File: src/rtl/gf_mul_digit.sv
// -----------------------------------------------------------------------------
// gf_mul_digit
//   Digit-serial GF(2^WIDTH) multiplier. Computes out = in_1 * in_2 mod POLY
//   using MSB-first Horner evaluation, consuming DIGIT multiplier bits per
//   clock. A multiply takes N = WIDTH/DIGIT RUN cycles after the start edge.
//   Any legal DIGIT gives the same product for a given WIDTH and POLY; only
//   the latency changes.
//
// Parameters
//   WIDTH : field degree m, 2..16
//   POLY  : irreducible polynomial, WIDTH+1 bits, bit WIDTH set
//   DIGIT : multiplier bits per cycle, must divide WIDTH
//
// Ports
//   clk   : clock, rising edge
//   rst_n : synchronous active-low reset
//   start : request a multiply (sampled only while idle)
//   in_1  : multiplicand a (captured on the start edge)
//   in_2  : multiplier b   (captured on the start edge)
//   out   : registered product, held until the next done
//   done  : one-cycle pulse marking a new out value
//   busy  : high while a multiply is in progress
// -----------------------------------------------------------------------------
module gf_mul_digit #(
  parameter int          WIDTH = 8,
  parameter int unsigned POLY  = 9'h11B,
  parameter int          DIGIT = 1
) (
  input  logic             clk,
  input  logic             rst_n,
  input  logic             start,
  input  logic [WIDTH-1:0] in_1,
  input  logic [WIDTH-1:0] in_2,
  output logic [WIDTH-1:0] out,
  output logic             done,
  output logic             busy
);

  // Guarded divisor so an illegal DIGIT=0 reports the error below instead of
  // failing on a divide-by-zero first.
  localparam int N  = WIDTH / ((DIGIT < 1) ? 1 : DIGIT);
  localparam int CW = $clog2(N + 1);
  localparam logic [WIDTH-1:0] POLY_LO = WIDTH'(POLY);

  // Refuse to elaborate an illegal field definition.
  if (WIDTH < 2 || WIDTH > 16 || DIGIT < 1 || (WIDTH % DIGIT) != 0 ||
      ((POLY >> WIDTH) & 1) != 1 || (POLY >> (WIDTH + 1)) != 0) begin : g_bad_params
    $error("gf_mul_digit: illegal parameters WIDTH=%0d POLY=%0h DIGIT=%0d",
           WIDTH, POLY, DIGIT);
  end

  typedef enum logic {
    IDLE = 1'b0,
    RUN  = 1'b1
  } state_t;

  state_t           state_q, state_d;
  logic [WIDTH-1:0] a_q, b_q, acc_q;
  logic [WIDTH-1:0] acc_n, b_n;
  logic [CW-1:0]    cnt_q;
  logic             last;

  // The counter is loaded with N, so the RUN edge that sees 1 is the final one.
  assign last = (cnt_q == CW'(1));

  // ---------------------------------------------------------------------------
  // State register
  // ---------------------------------------------------------------------------
  always_ff @(posedge clk) begin
    if (!rst_n) state_q <= IDLE;
    else        state_q <= state_d;
  end

  // ---------------------------------------------------------------------------
  // Next-state logic
  // ---------------------------------------------------------------------------
  always_comb begin
    // NOTE: every combinational output gets a default first so no path
    // through the case leaves it unassigned, which would infer a latch.
    state_d = state_q;
    case (state_q)
      IDLE:    if (start) state_d = RUN;
      RUN:     if (last)  state_d = IDLE;
      default: state_d = IDLE;
    endcase
  end

  // ---------------------------------------------------------------------------
  // Output logic
  // ---------------------------------------------------------------------------
  always_comb begin
    busy = (state_q == RUN);
  end

  // ---------------------------------------------------------------------------
  // DIGIT unrolled Horner steps. Each step doubles acc (reducing when the bit
  // shifted out is set) and adds A if the current multiplier MSB is set.
  // ---------------------------------------------------------------------------
  always_comb begin
    // NOTE: blocking assignments here are intentional -- each unrolled step
    // must see the value produced by the previous one within the same cycle.
    acc_n = acc_q;
    b_n   = b_q;
    for (int i = 0; i < DIGIT; i++) begin
      acc_n = {acc_n[WIDTH-2:0], 1'b0} ^ (acc_n[WIDTH-1] ? POLY_LO : '0);
      acc_n = acc_n ^ (b_n[WIDTH-1] ? a_q : '0);
      b_n   = {b_n[WIDTH-2:0], 1'b0};
    end
  end

  // ---------------------------------------------------------------------------
  // Datapath registers
  // ---------------------------------------------------------------------------
  always_ff @(posedge clk) begin
    // NOTE: sequential state uses non-blocking assignments so all registers
    // update together from the values present before the edge.
    if (!rst_n) begin
      a_q   <= '0;
      b_q   <= '0;
      acc_q <= '0;
      cnt_q <= '0;
      out   <= '0;
      done  <= 1'b0;
    end else begin
      done <= 1'b0;
      case (state_q)
        IDLE: begin
          if (start) begin
            a_q   <= in_1;
            b_q   <= in_2;
            acc_q <= '0;
            cnt_q <= CW'(N);
          end
        end
        RUN: begin
          acc_q <= acc_n;
          b_q   <= b_n;
          cnt_q <= cnt_q - 1'b1;
          if (last) begin
            out  <= acc_n;
            done <= 1'b1;
          end
        end
        default: ;
      endcase
    end
  end

endmodule

File: config.mk
export PLATFORM = sky130hd
export DESIGN_NAME = gf_mul_digit
export DESIGN_NICKNAME = d
export VERILOG_FILES = /design/src/rtl/gf_mul_digit.sv
export SDC_FILE = /design/constraint.sdc
export NUM_CORES = 1
export LEC_CHECK = 0
export ABC_CLOCK_PERIOD_IN_PS = 1700
export CORE_UTILIZATION = 52
export DETAILED_ROUTE_END_ITERATION = 10
export GPL_TIMING_DRIVEN = 0
export PLACE_DENSITY_LB_ADDON = 0.12
export SLEW_MARGIN = 10
export SYNTH_ARGS = -nofsm -noshare
export SYNTH_HDL_FRONTEND = slang
export SYNTH_SLANG_ARGS = --single-unit
File: constraint.sdc
create_clock -name clk -period 1.7 [get_ports clk]
set_input_delay 0.34 -clock clk [delete_from_list [all_inputs] [get_ports clk]]
set_output_delay 0.34 -clock clk [all_outputs]
set_load 0.01 [all_outputs]
==> results.sh, run 1 <==
export IMPL_run_status="finished clean"
export IMPL_overflow=0
export IMPL_grt_antenna_before_repair=0
export IMPL_setup_total_negative_slack_ps=0
export IMPL_tritoncts_num_buffers=5
export IMPL_syn_to_final_growth_pct=23.1
export IMPL_post_drt_antenna_nets=0
export IMPL_post_synth_inst_count=176
export IMPL_worstHoldPathType="in -> reg"
export IMPL_grt_first_pass_wirelength_um=5970
export IMPL_drt_first_iter_violations=54
export IMPL_detailedRoute_firstPassIterationCount=4
export IMPL_synth_top_cell_area_share_pct=43.0
export IMPL_met1_usage_pct=28.4
export IMPL_yosys_warnings=0
export IMPL_yosys_top_cells_area="sky130_fd_sc_hd__dfxtp_1 43%, sky130_fd_sc_hd__mux2i_1 9.6%, sky130_fd_sc_hd__nor2b_1 4.6%, sky130_fd_sc_hd__o21ai_0 3.7%, sky130_fd_sc_hd__buf_6 3.2%"
export IMPL_finish_instance_area_um2=2180
export IMPL_critical_path_cell_chain="clkdlybuf4s50_1"
export IMPL_path_delay_family="buffers and inverters"
export IMPL_maxCapViolations=0
export IMPL_postSynth_topFlopCell="sky130_fd_sc_hd__dfxtp_1"
export IMPL_placement_io_buffers=27
export IMPL_hold_viol=0
export IMPL_detail_route_vias_per_cell=5.23
export IMPL_routedWlPerCell_um=14.1
export IMPL_timing_critical_path_slowest_cell_delay_ps=560
export IMPL_globalRouteMet3Util_pct=6.40
export IMPL_timing_critical_path_required_ps=1360
export IMPL_initial_core_util_pct=56.6
export IMPL_vias_in_the_first_global_route=1343
export IMPL_utilization_pct=69.6
export IMPL_global_route_usage_total_pct=22.6
export IMPL_vdd_drop_max_mv=0.620
export IMPL_final_period_utilization_pct=96.8
export IMPL_die_h_um=60.3
export IMPL_critical_path_buf_inv_count=1
export IMPL_synth_edff_count=0
export IMPL_synthesis_area_um2=1770
export IMPL_layout_min_cycle_time_ps=1650
export IMPL_numPlacedInstances=247
export IMPL_grt_start_max_net_pins=14
export IMPL_fin_worst_skew_ps=12.1
export IMPL_dieWidth_um=60.3
export IMPL_clock_tree_from_tritoncts="yes"
export IMPL_die_area_um2=3640
export IMPL_ys_async_sr_fraction_pct=0
export IMPL_synth_cell_types=33
export IMPL_placed_area_um2=2090
export IMPL_place_congestion=0.809
export IMPL_syn_nets=197
export IMPL_grt_most_used_layer="met2"
export IMPL_final_slew_viol_count=0
export IMPL_timing_fmax_mhz=607
export IMPL_cts_root_buf="sky130_fd_sc_hd__clkbuf_4"
export IMPL_slew_headroom_pct=74.4
export IMPL_unrepaired_setup_endpoints_after_global_routing="no"
export IMPL_data_arrival_at_the_endpoint_of_the_critical_path_ps=1310
export IMPL_clock_path_buffers=2
export IMPL_worstSetupEndpointType="output pin"
export IMPL_top_level_ports=29
export IMPL_cts_stage_hold_buffer_count=0
export IMPL_synth_area_leader_cell="sky130_fd_sc_hd__dfxtp_1"
export IMPL_htreeDepth=2
export IMPL_slowest_stage="sky130_fd_sc_hd__clkdlybuf4s50_1"
export IMPL_antenna_cells=0
export IMPL_post_route_drc_count=0
export IMPL_cts_reportedPaths_clkPinSlew_ps=120
export IMPL_startpoint_type="register"
export IMPL_final_cells=255
export IMPL_post_synth_cell_area_avg_um2=10.1
export IMPL_core_rowCount=20
export IMPL_vias=1334
export IMPL_clock_latency_ps=350
export IMPL_synth_yosys_seq_area_share_pct=43.0
export IMPL_netlist_top_cells_count="38 x sky130_fd_sc_hd__dfxtp_1, 17 x sky130_fd_sc_hd__mux2i_1, 13 x sky130_fd_sc_hd__nor2b_1, 13 x sky130_fd_sc_hd__o21ai_0, 12 x sky130_fd_sc_hd__nand2_1"
export IMPL_wl_um=3600
export IMPL_hpwl_um=2620
export IMPL_synth_seq_cells=38
export IMPL_transition_time_at_the_pin_with_the_least_slew_margin_ps=384
export IMPL_static_leakage_power_nw=0.863
export IMPL_power_density_cell_area_nw_per_um2=828
export IMPL_count_of_endpoints_failing_setup_in_the_final_report=0
export IMPL_clkSinkCount=38
export IMPL_final_layout_size_suffix_gt1_share_pct=10.4
export IMPL_cts_resized=0
export IMPL_cts_post_setup_buffers_inserted=0
export IMPL_startpoint_to_endpoint_class_of_the_critical_path="reg -> out"
export IMPL_core_region_area_um2=3130
export IMPL_finish_net_count=231
export IMPL_worst_path_max_fanout=4
export IMPL_grt_use_met2_pct=37.7
export IMPL_yosysMostFrequentCell="sky130_fd_sc_hd__dfxtp_1"
[layer usage]
layer  share of wire (%)  wire [um]
met1                  46       1660
met4                0.53         19
met2                  48       1710
met3                 5.8        210
met5                   0          0
[cell families after synthesis]
family,count (synthesis),share of synthesized area (%)
AND/OR/NAND/NOR,51,18.2
AO/OA/AOI/OAI,42,17.3
flip-flops,38,43.0
adder cells (fa/ha/maj),2,1.41
buffers and inverters,19,6.86
multiplexers,18,10.3
XOR/XNOR,6,2.97
[stage by stage]
stage	setup WS, ps	power (mW)	hold WS (ps)
final	53.9	1.80	317
after detailed placement	129	1.20	441
after global placement	119	1.19	435
after floorplan	460	1.11	458
after global routing	15.7	1.89	307
after CTS	69.3	1.81	313
[worst paths after layout]
kind,cells past startpoint,start,endpoint,slack [ps]
min,3,start,acc_q[5],320
max,1,busy,busy,50
min reg2reg,1,out[0],out[0],470
max reg2reg,5,cnt_q[0],out[2],310
[cell type report]
type	count	area [um^2]
sequential	38	761
buffer	13	98.8
inverter	6	22.5
timing repair buffer	27	270
multi-input combinational	119	887
clock buffer	5	37.5
tap	44	55.1
clock inverter	3	45.0
fill	255	951
[flip-flops by register name, indices dropped and copies added, names as in the netlist]
signal,flops
b_q,8
out,8
a_q,8
done,1
cnt_q,4
acc_q,8
busy,1
[cells in the final DEF, fill, tap and decap left out, types with 2 or more instances in the layout]
| cell type | count |
|---|---|
| sky130_fd_sc_hd__inv_1 | 6 |
| sky130_fd_sc_hd__xnor2_1 | 6 |
| sky130_fd_sc_hd__o211ai_1 | 5 |
| sky130_fd_sc_hd__buf_2 | 3 |
| sky130_fd_sc_hd__clkdlybuf4s50_1 | 27 |
| sky130_fd_sc_hd__buf_6 | 5 |
| sky130_fd_sc_hd__clkbuf_1 | 2 |
| sky130_fd_sc_hd__clkbuf_4 | 5 |
| sky130_fd_sc_hd__mux2i_1 | 17 |
| sky130_fd_sc_hd__a21bo_1 | 5 |
| sky130_fd_sc_hd__o2bb2ai_1 | 3 |
| sky130_fd_sc_hd__o21ai_0 | 13 |
| sky130_fd_sc_hd__o32ai_1 | 3 |
| sky130_fd_sc_hd__buf_4 | 2 |
| sky130_fd_sc_hd__dfxtp_1 | 38 |
| sky130_fd_sc_hd__a21boi_1 | 5 |
| sky130_fd_sc_hd__nand2_1 | 12 |
| sky130_fd_sc_hd__or3b_1 | 5 |
| sky130_fd_sc_hd__a21boi_0 | 6 |
| sky130_fd_sc_hd__nor3_1 | 2 |
| sky130_fd_sc_hd__nor2b_1 | 13 |
| sky130_fd_sc_hd__clkinvlp_4 | 2 |
| sky130_fd_sc_hd__ha_1 | 2 |
| sky130_fd_sc_hd__and2_1 | 7 |
| sky130_fd_sc_hd__and3b_1 | 5 |
[report_power, final]
part / internal [mW] / total, mW / switching (mW) / leakage, nW
combinational: 0.127 / 0.234 / 0.107 / 0.516
clock: 0.308 / 0.617 / 0.309 / 0.0374
sequential: 0.926 / 0.952 / 0.0254 / 0.310
total: 1.36 / 1.80 / 0.441 / 0.863
Power figures use the tool's default switching activity.
==> inputs of run 2 (changes only) <==
--- a/config.mk
+++ b/config.mk
@@ -5,7 +5,8 @@
 export SDC_FILE = /design/constraint.sdc
 export NUM_CORES = 1
 export LEC_CHECK = 0
-export ABC_CLOCK_PERIOD_IN_PS = 1700
+export ABC_CLOCK_PERIOD_IN_PS = 1600
+export CORE_ASPECT_RATIO = 2
 export CORE_UTILIZATION = 52
 export DETAILED_ROUTE_END_ITERATION = 10
 export GPL_TIMING_DRIVEN = 0
==> constraint.sdc (replaced) <==
create_clock -name clk -period 1.6 [get_ports clk]
set_input_delay 0.32 -clock clk [delete_from_list [all_inputs] [get_ports clk]]
set_output_delay 0.32 -clock clk [all_outputs]
set_load 0.01 [all_outputs]
==> results.sh, run 2 (same netlist as run 1, synthesis figures left out) <==
export IMPL_initial_core_util_pct=55.4
export IMPL_power_total_mw=1.86
export IMPL_clock_tree_from_tritoncts="yes"
export IMPL_drt_first_iter_violations=31
export IMPL_htreeDepth=2
export IMPL_timing_fmax_mhz=645
export IMPL_finish_net_count=231
export IMPL_mostFrequentLayoutCells="38 x sky130_fd_sc_hd__dfxtp_1, 27 x sky130_fd_sc_hd__clkdlybuf4s50_1, 17 x sky130_fd_sc_hd__mux2i_1"
export IMPL_worstHoldPathType="in -> reg"
export IMPL_unrepaired_setup_endpoints_after_global_routing="no"
export IMPL_grt_first_pass_wirelength_um=6400
export IMPL_fin_worst_hold_slack_ps=349
export IMPL_path_delay_family="buffers and inverters"
export IMPL_die_h_um=84.5
export IMPL_antenna_cells=0
export IMPL_core_rowCount=29
export IMPL_layout_min_cycle_time_ps=1550
export IMPL_global_route_usage_total_pct=22.8
export IMPL_final_common_cell="sky130_fd_sc_hd__dfxtp_1"
export IMPL_run_status="finished clean"
export IMPL_critical_path_cell_chain="clkdlybuf4s50_1"
export IMPL_fin_worst_skew_ps=4.16
export IMPL_clock_path_buffers=2
export IMPL_syn_to_final_growth_pct=21.8
export IMPL_cts_root_buf="sky130_fd_sc_hd__clkbuf_8"
export IMPL_reg_to_reg_setup_timing_slack_ps=240
export IMPL_worst_path_max_fanout=4
export IMPL_worstSetupEndpointType="output pin"
export IMPL_grt_antenna_before_repair=0
export IMPL_detailedRoute_firstPassIterationCount=4
export IMPL_data_arrival_at_the_endpoint_of_the_critical_path_ps=1230
export IMPL_detail_route_vias_per_cell=5.48
export IMPL_clkSinkCount=38
export IMPL_vias_in_the_first_global_route=1442
export IMPL_cts_stage_hold_buffer_count=0
export IMPL_vias=1320
export IMPL_clock_latency_ps=290
export IMPL_hpwl_um=2750
export IMPL_final_cells=241
export IMPL_post_route_drc_count=0
export IMPL_timing_critical_path_required_ps=1280
export IMPL_cts_post_setup_buffers_inserted=0
export IMPL_vdd_drop_max_mv=0.707
export IMPL_critical_path_buf_inv_count=1
export IMPL_place_congestion=0.790
export IMPL_count_of_endpoints_failing_setup_in_the_final_report=0
export IMPL_maxCapViolations=0
export IMPL_overflow=0
export IMPL_setup_total_negative_slack_ps=0
export IMPL_core_region_area_um2=3190
export IMPL_dieWidth_um=43.2
export IMPL_cts_resized=0
export IMPL_cts_reportedPaths_clkPinSlew_ps=70
export IMPL_final_period_utilization_pct=96.8
export IMPL_slowest_stage="sky130_fd_sc_hd__clkdlybuf4s50_1"
export IMPL_placement_io_buffers=27
export IMPL_static_leakage_power_nw=0.864
export IMPL_top_level_ports=29
export IMPL_final_layout_size_suffix_gt1_share_pct=9.05
export IMPL_final_slew_viol_count=0
export IMPL_transition_time_at_the_pin_with_the_least_slew_margin_ps=385
export IMPL_post_drt_antenna_nets=0
export IMPL_die_area_um2=3650
export IMPL_grt_start_max_net_pins=11
export IMPL_hold_viol=0
export IMPL_startpoint_to_endpoint_class_of_the_critical_path="reg -> out"
export IMPL_tritoncts_num_buffers=5
export IMPL_power_density_cell_area_nw_per_um2=864
export IMPL_numPlacedInstances=234
export IMPL_wl_um=3520
export IMPL_slew_headroom_pct=74.4
export IMPL_routedWlPerCell_um=14.6
export IMPL_startpoint_type="register"
export IMPL_timing_critical_path_slowest_cell_delay_ps=560
-- run 2: cell types whose count changed in the layout (fill, tap and decap cells not counted), sizes merged --
cell      previous run  this run
clkinvlp             2         0
bufinv               1         0
clkbuf               8        10
-- run 2: final timing paths --
check,start,to,cells past startpoint
worst max-delay path,busy,busy,1
worst min-delay path,start,acc_q[6],3
worst max register to register,cnt_q[0],out[5],5
worst min register to register,out[2],out[2],1
-- run 2: worst register-to-register path, stage by stage (launching register included) --
cell,delay [ps]
sky130_fd_sc_hd__dfxtp_1,400
sky130_fd_sc_hd__ha_1,180
sky130_fd_sc_hd__and4bb_4,300
sky130_fd_sc_hd__nor2b_2,60
sky130_fd_sc_hd__buf_6,130
sky130_fd_sc_hd__a21bo_1,190
-- run 2: cell type report --
| class | instances | area [um^2] |
|---|---|---|
| Multi-Input combinational cell | 119 | 887 |
| Clock buffer | 7 | 76.3 |
| Inverter | 6 | 22.5 |
| Sequential cell | 38 | 761 |
| Buffer | 13 | 98.8 |
| Tap cell | 31 | 38.8 |
| Fill cell | 281 | 1040 |
| Timing Repair Buffer | 27 | 270 |
-- run 2: metrics by stage --
stage	worst slack, ps	instance area [um^2]	utilization [%]
6_report	50.6	2150	67.5
5_1_grt	6.10	2150	67.5
4_1_cts	40.9	2150	67.5
3_5_place_dp	17.8	2080	65.1
3_3_place_gp	48.4	2080	65.1
2_1_floorplan	360	1770	-
-- run 2: where the power goes --
part / internal [mW] / switching, mW / leakage (nW)
Combinational: 0.134 / 0.109 / 0.516
Sequential: 0.984 / 0.0267 / 0.310
Clock: 0.300 / 0.307 / 0.0383
-- run 2: layer usage --
metal  track usage [%]  up-vias  share of wire (%)
met3              4.52        7                2.6
met4              9.64        0                1.8
met5                 0        -                  0
met1              22.6      618                 37
li1                  -      673                  -
met2              42.9       22                 59
